$ cat src/rtl/dual_core_mem_arbiter.sv
// Shares one RAM port between the dcache and icache of two cores. Data traffic
// beats instruction traffic, cores round-robin, and dcache block pairs stay locked.
module dual_core_mem_arbiter #(
    parameter int LOCK_TIMEOUT = 8,
    parameter int ADDR_W       = 32
) (
    input  logic                   CLK,
    input  logic                   nRST,
    input  logic [1:0]             dREN,
    input  logic [1:0]             dWEN,
    input  logic [1:0][ADDR_W-1:0] daddr,
    input  logic [1:0][ADDR_W-1:0] dstore,
    input  logic [1:0]             iREN,
    input  logic [1:0][ADDR_W-1:0] iaddr,
    output logic [1:0]             dwait,
    output logic [1:0]             iwait,
    output logic [1:0][ADDR_W-1:0] dload,
    output logic [1:0][ADDR_W-1:0] iload,
    output logic                   ramREN,
    output logic                   ramWEN,
    output logic [ADDR_W-1:0]      ramaddr,
    output logic [ADDR_W-1:0]      ramstore,
    input  logic [ADDR_W-1:0]      ramload,
    input  logic [1:0]             ramstate
);

    localparam int CNT_W = $clog2(LOCK_TIMEOUT + 1);
    localparam logic [1:0] RAM_ACCESS = 2'd2;

    typedef enum logic [1:0] {IDLE, ACCESS, LOCKED} state_t;

    state_t           state;
    logic             grant_d;
    logic             grant_core;
    logic             dptr;
    logic             iptr;
    logic [CNT_W-1:0] lock_cnt;

    logic [1:0] d_active;
    logic [1:0] i_active;
    logic       any_req;
    logic       win_d;
    logic       win_core;
    logic       grant_active;
    logic       completing;

    always_comb begin
        d_active     = dREN | dWEN;
        i_active     = iREN;
        any_req      = (|d_active) | (|i_active);
        win_d        = |d_active;
        win_core     = 1'b0;
        if (win_d) begin
            win_core = d_active[dptr] ? dptr : ~dptr;
        end else begin
            win_core = i_active[iptr] ? iptr : ~iptr;
        end
        grant_active = grant_d ? d_active[grant_core] : i_active[grant_core];
        completing   = (state == ACCESS) && grant_active && (ramstate == RAM_ACCESS);
    end

    // RAM side follows the granted requester's live inputs so an abandon drops enables at once
    always_comb begin
        dwait    = 2'b11;
        iwait    = 2'b11;
        ramREN   = 1'b0;
        ramWEN   = 1'b0;
        ramaddr  = '0;
        ramstore = '0;
        if (state == ACCESS) begin
            if (grant_d) begin
                ramaddr  = daddr[grant_core];
                ramstore = dstore[grant_core];
                ramWEN   = dWEN[grant_core];
                ramREN   = dREN[grant_core] & ~dWEN[grant_core];
            end else begin
                ramaddr  = iaddr[grant_core];
                ramREN   = iREN[grant_core];
            end
            if (completing) begin
                if (grant_d) begin
                    dwait[grant_core] = 1'b0;
                end else begin
                    iwait[grant_core] = 1'b0;
                end
            end
        end
    end

    assign dload[0] = ramload;
    assign dload[1] = ramload;
    assign iload[0] = ramload;
    assign iload[1] = ramload;

    always_ff @(posedge CLK or negedge nRST) begin
        if (!nRST) begin
            state      <= IDLE;
            grant_d    <= 1'b0;
            grant_core <= 1'b0;
            dptr       <= 1'b0;
            iptr       <= 1'b0;
            lock_cnt   <= '0;
        end else begin
            case (state)
                IDLE: begin
                    if (any_req) begin
                        grant_d    <= win_d;
                        grant_core <= win_core;
                        state      <= ACCESS;
                    end
                end
                ACCESS: begin
                    if (!grant_active) begin
                        state <= IDLE;
                    end else if (ramstate == RAM_ACCESS) begin
                        // The even word of a dcache block keeps the grant for its odd partner
                        if (grant_d && !daddr[grant_core][2]) begin
                            state <= LOCKED;
                        end else begin
                            if (grant_d) begin
                                dptr <= ~dptr;
                            end else begin
                                iptr <= ~iptr;
                            end
                            state <= IDLE;
                        end
                    end
                end
                LOCKED: begin
                    if (grant_active) begin
                        lock_cnt <= '0;
                        state    <= ACCESS;
                    end else if (lock_cnt == CNT_W'(LOCK_TIMEOUT - 1)) begin
                        lock_cnt <= '0;
                        state    <= IDLE;
                    end else begin
                        lock_cnt <= lock_cnt + 1'b1;
                    end
                end
                default: begin
                    state <= IDLE;
                end
            endcase
        end
    end

endmodule
$ cat config.mk
export PLATFORM = sky130hd
export DESIGN_NAME = dual_core_mem_arbiter
export DESIGN_NICKNAME = d
export VERILOG_FILES = /design/src/rtl/dual_core_mem_arbiter.sv
export SDC_FILE = /design/constraint.sdc
export NUM_CORES = 1
export LEC_CHECK = 0
export ABC_AREA = 1
export BUFFER_PORTS_ARGS = -buffer_cell sky130_fd_sc_hd__buf_2
export CORE_AREA = 3 3 167 169
export CTS_BUF_LIST = sky130_fd_sc_hd__clkbuf_8
export DETAILED_ROUTE_END_ITERATION = 8
export DIE_AREA = 0 0 170 172
export PLACE_DENSITY = 0.4
export SYNTH_ARGS = -nofsm -noshare
export SYNTH_HDL_FRONTEND = slang
export SYNTH_SLANG_ARGS = --single-unit
$ cat constraint.sdc
create_clock -name CLK -period 1.15 [get_ports CLK]
set_input_delay 0.0575 -clock CLK [delete_from_list [all_inputs] [get_ports CLK]]
set_output_delay 0.0575 -clock CLK [all_outputs]
set_load 0.01 [all_outputs]
; ---- After elaboration in Yosys (flattened, before gate mapping)
; Index checks and enable logic that the tools add are counted.
[word_totals]
ff_bits = 10
inputBits = 234
word_cells = 86
[op_classes]
add_sub_neg = 1
magnitude_cmp = 4
n_eq_ne = 7
muxes = 47
n_bitwise = 9
reduce_logical = 12
[op_table]
columns = cell, count
row1 = $mux W32, 10
row2 = $mux W2, 12
row3 = $mux W1, 21
row4 = $reduce_and A5 Y1, 2
row5 = $mux W4, 2
row6 = $lt A1 B2 Y1 const B, 3
row7 = $pmux W2 S3, 1
row8 = $not A1 Y1, 5
row9 = $add A4 B1 Y4 const B, 1
row10 = $eq A2 B2 Y1 const B, 2
row11 = $eq A4 B3 Y1 const B, 1
row12 = $logic_and A1 B1 Y1, 4
row13 = $reduce_or A2 Y1, 2
row14 = $ne A3 B2 Y1 const B, 1
row15 = $ne A3 B3 Y1 const B, 1
row16 = $reduce_and A3 Y1, 1
row17 = $eq A2 B1 Y1 const B, 1
row18 = $logic_not A2 Y1, 1
row19 = $ne A2 B2 Y1 const B, 1
row20 = $not A2 Y2, 1
row21 = $or A2 B2 Y2, 1
row22 = $reduce_and A2 Y1, 1
row23 = $and A1 B1 Y1, 1
row24 = $demux W1 S1, 1
row25 = other kinds (3), 3

; ---- Depth between registers and ports, before layout
[logic_depth]
word_depth = 8
depth_mapped = 10

; ---- Least setup slack after synthesis
; OpenSTA, ideal clock, no wires.
[synth_path]
path_kind = reg-to-output
startpoint = register grant_core
endpoint = output port ramaddr[0]
arrival_ps = 1205
path_slack_ps = -112
stages_incl_launch_ff = 6
n_path_buf = 2
cell_sequence = dfrtp_1 -> buf_6 -> nor2_1 -> buf_2 -> a22oi_1 -> a21oi_1
[synth_between]
elab_chain_cells = 4
word_cells_on_any_way = 6
classes_between = mux (6)
[synth_lines]
columns = item, line_no
row1 = "start, declared", 34  ; logic grant_core;
row2 = "start signal, assigned", 108  ; grant_core <= win_core;
row3 = $mux W32 (on tied branches) (2 in a row), -
row4 = $mux W32 *, 71  ; if (grant_d) begin
row5 = $mux W32 *, 70  ; if (state == ACCESS) begin
row6 = "end, declared", 21  ; output logic [ADDR_W-1:0] ramaddr,
; Every way passes the cells marked *; elsewhere a longest branch is shown, timed or not. The select of a mux whose other input is x is not followed.

; ---- Worst setup path in the final report
[layout_path]
startpoint = register grant_d
endpoint = output port ramaddr[30]
[layout_between]
elab_chain_cells = 2
[layout_lines]
columns = item, line_no
row1 = "start, declared", 33  ; logic grant_d;
row2 = "start signal, assigned", 107  ; grant_d <= win_d;
row3 = $mux W32, 71
row4 = $mux W32, 70
; Every way passes these cells.

==> summary.txt <==
Status
  – Status: complete, but fails checks
  – Violated checks: setup timing

Yosys
  – Top cells by area, synth: buf_4 35%, a22oi_1 17%, a21oi_1 12%
  – EDFF count, synth: 0
  – Distinct cells, synth: 23
  – Area leader, netlist: buf_4
  – Post-Syn Area per Cell: 6.30 um2
  – Ys async rst share: 1.00
  – Sequential cell area fraction in the yosys report: 0.0873
  – Top FF cell, synth: dfrtp_1
  – Post-Syn Instances: 455
  – Commonest cells in the netlist: 134 x buf_4, 92 x nand2_1, 70 x a21oi_1, 63 x a22oi_1, 17 x buf_2
  – Synthesis-stage register bit count: 10
  – Mapped Area: 2870 um2
  – Synth top area share: 0.351
  – Net count after synthesis: 690
  – Count leader, synth: buf_4
  – Yosys Warn Count: 0

Clock network
  – CTS Buffer Depth: 2
  – CTS tree: built
  – Worst-path clk slew: 0.06 ns
  – CTS sink cnt: 10
  – Num CTS Buffers: 3
  – Root Driver: clkbuf_8
  – H-Tree Depth: 1
  – Clock latency on the worst-skew pair: 0.24 ns

Worst setup path
  – Critical path capture point type: primary output
  – Worst Path Class, Setup: reg2out
  – Slowest cell on the critical path: dfrtp_2
  – Critical-path cell list: buf_6 -> nor2_4 -> buf_12 -> a22oi_2 -> a21oi_2 -> buf_2
  – CP max FO: 25
  – Crit path launch type: flip-flop
  – Worst EP required: 1.09 ns
  – Worst path arrival time: 1.65 ns
  – Largest stage delay, worst path: 0.46 ns

Placed design
  – Post-Place Cells: 962
  – Port bufs: 271
  – GPL Wtd Cong: 0.775
  – Post-DP HPWL: 12400 um
  – Area after DPL: 4310 um2

Pwr
  – Cell leakage power: 2.29 nW
  – VDD IR-drop max: 0.000824 V
  – Power per cell area: 2680 nW/um2
  – Pwr Total: 12.9 mW

Routing
  – Final ANT Viol Nets: 0
  – Vias: 3662
  – Iter 0 DRT Violations: 126
  – DRC violations left: 0
  – Vias/cell: 3.72
  – Final WL: 15600 um
  – DR WL/cell: 15.9 um
  – Router iterations before antenna repair: 4

Timing
  – Worst setup margin: -0.561 ns
  – Clk_skew: 0.00590 ns
  – Setup TNS: -35.70 ns
  – Min Tclk post-route: 1.71 ns
  – Max_slew headroom: 0.783
  – Max Slew Vio Count: 0
  – Tcrit/Tclk final: 1.49
  – Fmax achieved: 0.584 GHz
  – Unrepaired setup endpoints after global routing: true
  – Final Hold Fails: 0
  – Worst-Margin Slew: 0.324 ns
  – Setup violators final: 78

Global route
  – Global-route wire length before repair: 21000 um
  – Gr ovfl total: 0
  – Pin count of the biggest net entering global routing: 26
  – Initial antenna violation count: 0
  – Vias in the first global route: 3600
  – Total Routing Usage GR: 0.0936

Final layout
  – Final core utilization: 0.181
  – FILL cells: 3073
  – Nets: 879
  – Final Cell Area: 4820 um2
  – Final std cells w/o fill: 984
  – Layout cell share with drive strength beyond 1: 0.714
  – Area growth from synthesis to layout: 68.4%
  – Diodes inserted: 0

Floorplan
  – Die Span X: 170 um
  – Die Height: 172 um
  – Core area: 26700 um2
  – Die area: 29200 um2
  – Rows: 60
  – Initial core utilization: 0.107
  – Ports: 432

Flow run
  – Max Cap Viol: 0

Hold path
  – Worst Hold Class: in2out
## metrics by stage
step                      setup slack [ns]  hold slack (ns)
final                               -0.561            0.115
after global routing                -0.632            0.115
after CTS                           -0.576            0.115
after detailed placement            -0.380          -0.0515
after global placement              -0.371          -0.0499
after floorplan                    -0.0416           -0.238
## cell families after synthesis
logic type | count (synthesis) | synth area share
buffers and inverters | 175 | 0.415
AO/OA/AOI/OAI | 142 | 0.303
AND/OR/NAND/NOR | 124 | 0.181
flip-flops | 10 | 0.0873
XOR/XNOR | 3 | 0.00917
adder cells (fa/ha/maj) | 1 | 0.00437
## power breakdown
group / switching (mW) / internal (mW)
Sequential: 0.181 / 0.531
Combinational: 6.33 / 5.43
Clock: 0.154 / 0.302
Total: 6.66 / 6.27
## area by class of cell
cell class | instances | area (um2) | area share
repair buffers | 338 | 2130 | 0.441
multi-input cells | 270 | 1860 | 0.386
inverters | 21 | 98.8 | 0.0205
well taps | 341 | 427 | 0.0884
clock buffers | 4 | 55.1 | 0.0114
flip-flops and latches | 10 | 253 | 0.0524
## worst max-delay path, delay by kind of cell, from the launching register on
family,cells,cell delay [ns]
compound gates,2,0.29
simple gates,1,0.14
buf+inv,3,0.49
flops,1,0.46
## cells in the final DEF, fill, tap and decap left out, types with 3 or more instances in the layout
cell type and count:
nand2_1 92, a21oi_1 4, dfrtp_1 8, buf_12 10
nand3_1 7, a22oi_1 39, buf_2 268, a21oi_2 66
nand2_4 3, xor2_1 3, nor2_2 3, a22oi_2 24
nor2_1 7, clkbuf_8 4, buf_4 44, o21ai_0 4
nor2_4 6, inv_1 14, buf_6 10, inv_2 3
## final timing paths
kind	depth (start not counted)	startpoint	slack, ns	to
min reg2reg	1	iptr	0.50	iptr
min in group asynchronous	2	nRST	0.22	iptr
min	0	ramload[17]	0.12	dload[17]
max	6	grant_d	-0.56	ramaddr[30]
max in group asynchronous	2	nRST	0.70	grant_core
max reg2reg	9	grant_core	-0.41	iptr
## timing repair
action	in CTS	in global routing
gates resized for setup	59	6
endpoints found under the setup margin	78	80
pin swaps	8	3
buffers inserted	12	1
gates cloned	4	0
hold buffers	1	0
hold endpoints to repair	10	0
## routing by layer
metal  routed length [um]  global-route usage  part of all wire
met1                 6570               0.116              0.42
met2                 7530               0.164              0.48
met3                 1230              0.0213             0.079
met4                  305              0.0247             0.020
met5                    0                   0                 0
## flip-flops by register name, indices dropped and copies added, names as in the netlist
register    flops
dptr            1
grant_core      1
grant_d         1
iptr            1
lock_cnt        4
state           2
Power figures use the tool's default switching activity.
